### src/rtl/dsd_mem_pkg.sv
// Shared definitions for the D-side memory path: line geometry, write-buffer
// FSM state and buffered-entry layout.
package dsd_mem_pkg;

    localparam int unsigned LINE_W      = 128;
    localparam int unsigned LINE_ADDR_W = 28;

    typedef enum logic [1:0] {
        ST_IDLE,
        ST_MWR,
        ST_MRD,
        ST_RESP
    } wb_state_e;

    typedef struct packed {
        logic [LINE_ADDR_W-1:0] addr;
        logic [LINE_W-1:0]      data;
    } wb_entry_t;

endpackage

### src/rtl/wbuf_line_fifo.sv
// Circular line FIFO for the D-cache write buffer, with per-entry address match
// and youngest-match select. Forwarded read data exists only with WB_READ_FWD_EN.
module wbuf_line_fifo
    import dsd_mem_pkg::*;
#(
    parameter int unsigned DEPTH = 4
) (
    input  logic                   clk,
    input  logic                   rst,
    input  logic                   push,
    input  logic                   pop,
    input  logic                   coalesce,
    input  logic [LINE_ADDR_W-1:0] req_addr,
    input  logic [LINE_W-1:0]      req_data,
    output logic                   hit,
`ifdef WB_READ_FWD_EN
    output logic [LINE_W-1:0]      hit_data,
`endif
    output wb_entry_t              head_entry,
    output logic                   full,
    output logic                   empty
);

    localparam int unsigned PTR_W = (DEPTH > 1) ? $clog2(DEPTH) : 1;
    localparam int unsigned CNT_W = PTR_W + 1;

    wb_entry_t        entries [DEPTH];
    logic [PTR_W-1:0] head;
    logic [PTR_W-1:0] tail;
    logic [PTR_W-1:0] hit_idx;
    logic [CNT_W-1:0] count_q;
    logic [DEPTH-1:0] match;

    // A slot is valid when its distance from head is below count.
    for (genvar g = 0; g < DEPTH; g++) begin : g_match
        logic [PTR_W-1:0] age;
        assign age      = PTR_W'(g) - head;
        assign match[g] = ({1'b0, age} < count_q) && (entries[g].addr == req_addr);
    end

    // Walk oldest to youngest so the last match seen wins.
    always_comb begin
        hit     = 1'b0;
        hit_idx = head;
        for (int unsigned k = 0; k < DEPTH; k++) begin
            if (match[head + PTR_W'(k)]) begin
                hit     = 1'b1;
                hit_idx = head + PTR_W'(k);
            end
        end
    end

    always_ff @(posedge clk or posedge rst) begin
        if (rst) begin
            head    <= '0;
            tail    <= '0;
            count_q <= '0;
        end else begin
            if (push) tail <= tail + 1'b1;
            if (pop)  head <= head + 1'b1;
            count_q <= count_q + CNT_W'(push) - CNT_W'(pop);
        end
    end

    always_ff @(posedge clk) begin
        if (push) begin
            entries[tail] <= '{addr: req_addr, data: req_data};
        end else if (coalesce) begin
            entries[hit_idx].data <= req_data;
        end
    end

    assign head_entry = entries[head];
    assign full       = (count_q == CNT_W'(DEPTH));
    assign empty      = (count_q == '0);
`ifdef WB_READ_FWD_EN
    assign hit_data   = entries[hit_idx].data;
`endif

endmodule

### src/rtl/dcache_write_buffer.sv
// Posted write buffer between the D-cache and slow data memory; drains in the
// background and keeps reads ordered. WB_READ_FWD_EN enables read forwarding.
module dcache_write_buffer
    import dsd_mem_pkg::*;
#(
    parameter int unsigned DEPTH = 4
) (
    input  logic                   clk,
    input  logic                   proc_reset,
    input  logic                   c_read,
    input  logic                   c_write,
    input  logic [LINE_ADDR_W-1:0] c_addr,
    input  logic [LINE_W-1:0]      c_wdata,
    output logic [LINE_W-1:0]      c_rdata,
    output logic                   c_ready,
    output logic                   mem_read,
    output logic                   mem_write,
    output logic [LINE_ADDR_W-1:0] mem_addr,
    output logic [LINE_W-1:0]      mem_wdata,
    input  logic [LINE_W-1:0]      mem_rdata,
    input  logic                   mem_ready,
    output logic                   wb_empty
);

    wb_state_e state;
    wb_entry_t head_entry;
    logic      hit, full, empty;
    logic      push, pop, coalesce, drain, go_mrd;
`ifdef WB_READ_FWD_EN
    logic [LINE_W-1:0] hit_data;
    logic              fwd_hit;
`endif

    wbuf_line_fifo #(.DEPTH(DEPTH)) u_fifo (
        .clk        (clk),
        .rst        (proc_reset),
        .push       (push),
        .pop        (pop),
        .coalesce   (coalesce),
        .req_addr   (c_addr),
        .req_data   (c_wdata),
        .hit        (hit),
`ifdef WB_READ_FWD_EN
        .hit_data   (hit_data),
`endif
        .head_entry (head_entry),
        .full       (full),
        .empty      (empty)
    );

    // IDLE arbitration: read, then write, then background drain.
    always_comb begin
        push     = 1'b0;
        pop      = 1'b0;
        coalesce = 1'b0;
        drain    = 1'b0;
        go_mrd   = 1'b0;
`ifdef WB_READ_FWD_EN
        fwd_hit  = 1'b0;
`endif
        case (state)
            ST_IDLE: begin
                if (c_read) begin
`ifdef WB_READ_FWD_EN
                    if (hit) fwd_hit = 1'b1;
                    else     go_mrd  = 1'b1;
`else
                    if (empty) go_mrd = 1'b1;
                    else       drain  = 1'b1;
`endif
                end else if (c_write) begin
                    if (hit)        coalesce = 1'b1;
                    else if (!full) push     = 1'b1;
                    else            drain    = 1'b1;
                end else if (!empty) begin
                    drain = 1'b1;
                end
            end
            ST_MWR:  pop = mem_ready;
            default: ;
        endcase
    end

    always_ff @(posedge clk or posedge proc_reset) begin
        if (proc_reset) begin
            state     <= ST_IDLE;
            c_ready   <= 1'b0;
            c_rdata   <= '0;
            mem_read  <= 1'b0;
            mem_write <= 1'b0;
            mem_addr  <= '0;
            mem_wdata <= '0;
        end else begin
            c_ready <= 1'b0;
            case (state)
                ST_IDLE: begin
                    if (drain) begin
                        mem_write <= 1'b1;
                        mem_addr  <= head_entry.addr;
                        mem_wdata <= head_entry.data;
                        state     <= ST_MWR;
                    end else if (go_mrd) begin
                        mem_read <= 1'b1;
                        mem_addr <= c_addr;
                        state    <= ST_MRD;
                    end else if (push || coalesce) begin
                        c_ready <= 1'b1;
                        state   <= ST_RESP;
                    end
`ifdef WB_READ_FWD_EN
                    if (fwd_hit) begin
                        c_rdata <= hit_data;
                        c_ready <= 1'b1;
                        state   <= ST_RESP;
                    end
`endif
                end
                ST_MWR: begin
                    if (mem_ready) begin
                        mem_write <= 1'b0;
                        state     <= ST_IDLE;
                    end
                end
                ST_MRD: begin
                    if (mem_ready) begin
                        mem_read <= 1'b0;
                        c_rdata  <= mem_rdata;
                        c_ready  <= 1'b1;
                        state    <= ST_RESP;
                    end
                end
                default: state <= ST_IDLE;
            endcase
        end
    end

    assign wb_empty = empty & (state != ST_MWR);

endmodule

### config.mk
export PLATFORM = sky130hd
export DESIGN_NAME = dcache_write_buffer
export DESIGN_NICKNAME = d
export VERILOG_FILES = /design/src/rtl/dsd_mem_pkg.sv /design/src/rtl/wbuf_line_fifo.sv /design/src/rtl/dcache_write_buffer.sv
export SDC_FILE = /design/constraint.sdc
export NUM_CORES = 1
export LEC_CHECK = 0
export ABC_AREA = 1
export CAP_MARGIN = 20
export CORE_MARGIN = 8
export CORE_UTILIZATION = 44
export DETAILED_ROUTE_END_ITERATION = 8
export GPL_ROUTABILITY_DRIVEN = 0
export PLACE_DENSITY = 0.76
export SYNTH_ARGS = -nofsm -noshare
export SYNTH_HDL_FRONTEND = slang
export SYNTH_SLANG_ARGS = --single-unit
### constraint.sdc
create_clock -name clk -period 17.9 [get_ports clk]
set_clock_uncertainty 0.2 [all_clocks]
set_input_delay 1.79 -clock clk [delete_from_list [all_inputs] [get_ports clk]]
set_output_delay 1.79 -clock clk [all_outputs]
set_load 0.1 [all_outputs]
==> results_dict.tcl <==
set metrics [dict create \
    numCtsBuffers 94 \
    grt_pass1_vias 24900 \
    die_y_um 302 \
    crit_cells 24 \
    grt_pass1_wl_um 152000 \
    cts_sinks 920 \
    min_path_cells 2 \
    via_per_inst 5.25 \
    nets 3937 \
    cp-start-kind "flip-flop" \
    grt_max_degree 149 \
    routedWlPerCell_um 21.1 \
    status "completed" \
    synth_common_cells "nand2_1 (1,083), edfxtp_1 (624), nand3_1 (331), dfrtp_1 (296), a21oi_1 (130)" \
    worstMarginPinSlew_ns 1.18 \
    cpPeakStageDelay_ns 1.05 \
    firstDrtPassIters 6 \
    drc_errors 0 \
    worstSkewPairLatency_ns 0.65 \
    synth_nets 3414 \
    crit_type "reg -> reg" \
    dieArea_um2 91300 \
    ys_ff_latch 920 \
    cpMostUsedCell "nand2_1" \
    syn_avg_cell_area_um2 11.6 \
    max_freq_mhz 137 \
    clkPwrFrac_pct 20.5 \
    hold_slack_ns 0.269 \
    path_cells "nor2_4 -> inv_1 -> nand2_1 -> ha_1 -> nand2_1 -> nand2_1 -> nand2_1 -> nand3_1 -> nor2_1 -> nand3_1 -> nand2_1 -> nand2_1 -> nand2_1 -> nor2_1 -> nand2_1 -> nand2_1 -> nand2_1 -> nand2_2 -> nand3_4 -> buf_4 -> buf_4 -> buf_4 -> nand2_1 -> o21ai_1" \
    swShare_pct 49.1 \
    slew_violations 0 \
    cts_setup_buffers 0 \
    crit_fanout 95 \
    vdd_drop_max_v 0.000158 \
    fin_area_um2 45900 \
    p_int_mw 4.86 \
    power_density_nw_per_um2 208 \
    yosys_warnings 0 \
    syn_area_um2 36000 \
    end_kind "flip-flop" \
    finalSetupViolations 0 \
    io_pins 577 \
    hold_violations 0 \
    rows 105 \
    clock_path_buffers 3 \
    critPathRequiredTime_ns 18.26 \
    cp_slowest_cell "dfrtp_4" \
    drive_gt1_share_pct 5.29 \
    route.antenna.remaining_nets 0 \
    hold_class "reg -> reg" \
    placed_area_um2 42800 \
    dp_hpwl_um 61400 \
    die_x_um 302 \
    max_cap_viol_count 0 \
    layout_min_cycle_time_ns 7.29 \
    fin_tns_setup_ns 0 \
    fill_cells 6573 \
    root_buffer "clkbuf_16" \
    area_delta_synth_final_pct 27.4 \
    synth_edf_count 624 \
    h-tree-depth 3 \
    arrival_ns 7.66 \
    async_flop_share_pct 32.2 \
    yosys.cell_types.count 28 \
    synth_cells 3118 \
    totalWireLength_um 101000 \
    initial_core_util_pct 44.2 \
    vias 25200 \
    synth_area_leaders "edfxtp_1 (52%), dfrtp_1 (21%), nand2_1 (11%)" \
    overflow 0 \
    track_usage_pct 21.4 \
    ys.flop_type "edfxtp_1" \
    port_buffers 576 \
    reg2regPathDepth 24 \
    final_util_pct 56.3 \
    slew-limit-headroom_pct 21.1 \
    netlist.area_leader.share_pct 52.0 \
    cts_tree "done" \
    seq_area_frac_synth_pct 72.5 \
    cts_resized 0 \
    p_sw_mw 4.68 \
    rsz0062_at_grt "false" \
    clkSlewWorstSetupHoldPaths_ns 0.06 \
    cts_hold_buf 0 \
    drt_iter0_drc 2240 \
    antenna_found_initial 17 \
    pwr-share-comb_pct 48.2 \
    coreArea_um2 81600 \
    leakagePower_nw 17.9 \
    cp.buffers_inverters 4 \
    min_period_over_period_pct 40.8 \
    crit_family "buffers and inverters" \
    seqPwrFrac_pct 31.3 \
    synth.most_common_cell "nand2_1" \
    yosys.area.top_type "edfxtp_1" \
]
## worst paths after layout
kind,start,to,slack (ns)
max,u_fifo.head[0],mem_wdata[74],10.61
min,c_rdata[0],c_rdata[0],0.27
max reg2reg,u_fifo.head[0],mem_wdata[74],10.61
min reg2reg,c_rdata[0],c_rdata[0],0.27
max in group asynchronous,proc_reset,u_fifo.head[0],14.37
min in group asynchronous,proc_reset,mem_addr[12],1.56
## power groups by stage
stage	Sequential, mW	Combinational (mW)	Clock [mW]
final	2.98	4.60	1.96
after global routing	3.03	4.85	2.09
after CTS	2.98	4.62	2.00
after detailed placement	3.02	4.61	0
after global placement	3.01	4.56	0
after floorplan	5.12	1.23	0
## cells in the final DEF (no fill, tap or decap), types with 25 or more instances in the layout
cell                n
a221oi_1           28
nand3_1           331
dfrtp_1           295
xnor2_1            80
buf_4              25
edfxtp_1          624
nand4_1            32
clkbuf_1           26
clkdlybuf4s50_1   575
inv_1              83
nor2_1             63
o21ai_0            94
o21ai_1            51
nand2_1          1083
a21oi_1           130
clkbuf_16          95
## layout make-up
type                            instances  area, µm²  share of cell area, %
Antenna cell                           10       25.0                 0.0545
Clock buffer                          130       2600                   5.66
Clock inverter                         48        536                   1.17
Inverter                               91        360                  0.785
Multi-Input combinational cell       1928       8830                   19.2
Sequential cell                       920      26100                   57.0
Tap cell                             1070       1340                   2.92
Timing Repair Buffer                  606       6070                   13.2
## through the flow
| stage | cells | worst slack [ns] | power [mW] |
|---|---|---|---|
| after floorplan | 3118 | 4.44 | 6.35 |
| after global placement | 4614 | 10.24 | 7.57 |
| after detailed placement | 4615 | 10.13 | 7.63 |
| after CTS | 4793 | 10.69 | 9.60 |
| after global routing | 4799 | 10.14 | 9.96 |
| final | 4803 | 10.61 | 9.54 |
## flip-flops by register name, indices dropped and copies added (netlist names)
register	flops
state	2
mem_write	1
mem_addr	28
c_ready	1
u_fifo.head	2
u_fifo.entries	624
u_fifo.tail	2
c_rdata	128
mem_read	1
mem_wdata	128
u_fifo.count_q	3
## cells by family (layout without fill, tap and decap cells)
family                   count (synthesis)  in the layout  share of synthesized area, %
flip-flops                             920            920                          72.5
other                                    0             10                             0
AO/OA/AOI/OAI                          305            305                          4.54
adder cells (fa/ha/maj)                  7              7                         0.264
buffers and inverters                  270            875                          3.14
XOR/XNOR                                91             91                          2.21
AND/OR/NAND/NOR                       1525           1525                          17.3
## metal layers
metal / vias to the layer above / wire [µm] / track usage (%)
met5: - / 77 / 0
met3: 188 / 9840 / 5.90
met2: 1101 / 48300 / 34.7
li1: 11700 / - / -
met4: 12 / 2940 / 7.48
met1: 12200 / 40000 / 27.7
## worst register-to-register path, cell delays in order (launching register included)
cell and delay (ns):
dfrtp_4 1.05, nor2_4 0.10, inv_1 0.39, nand2_1 0.20
ha_1 0.31, nand2_1 0.06, nand2_1 0.04, nand2_1 0.10
nand3_1 0.14, nor2_1 0.17, nand3_1 0.12, nand2_1 0.17
nand2_1 0.08, nand2_1 0.09, nor2_1 0.05, nand2_1 0.07
nand2_1 0.05, nand2_1 0.07, nand2_2 0.48, nand3_4 0.46
buf_4 0.72, buf_4 0.93, buf_4 0.80, nand2_1 0.19
o21ai_1 0.14
No activity file was read; power rests on OpenSTA's default activity.
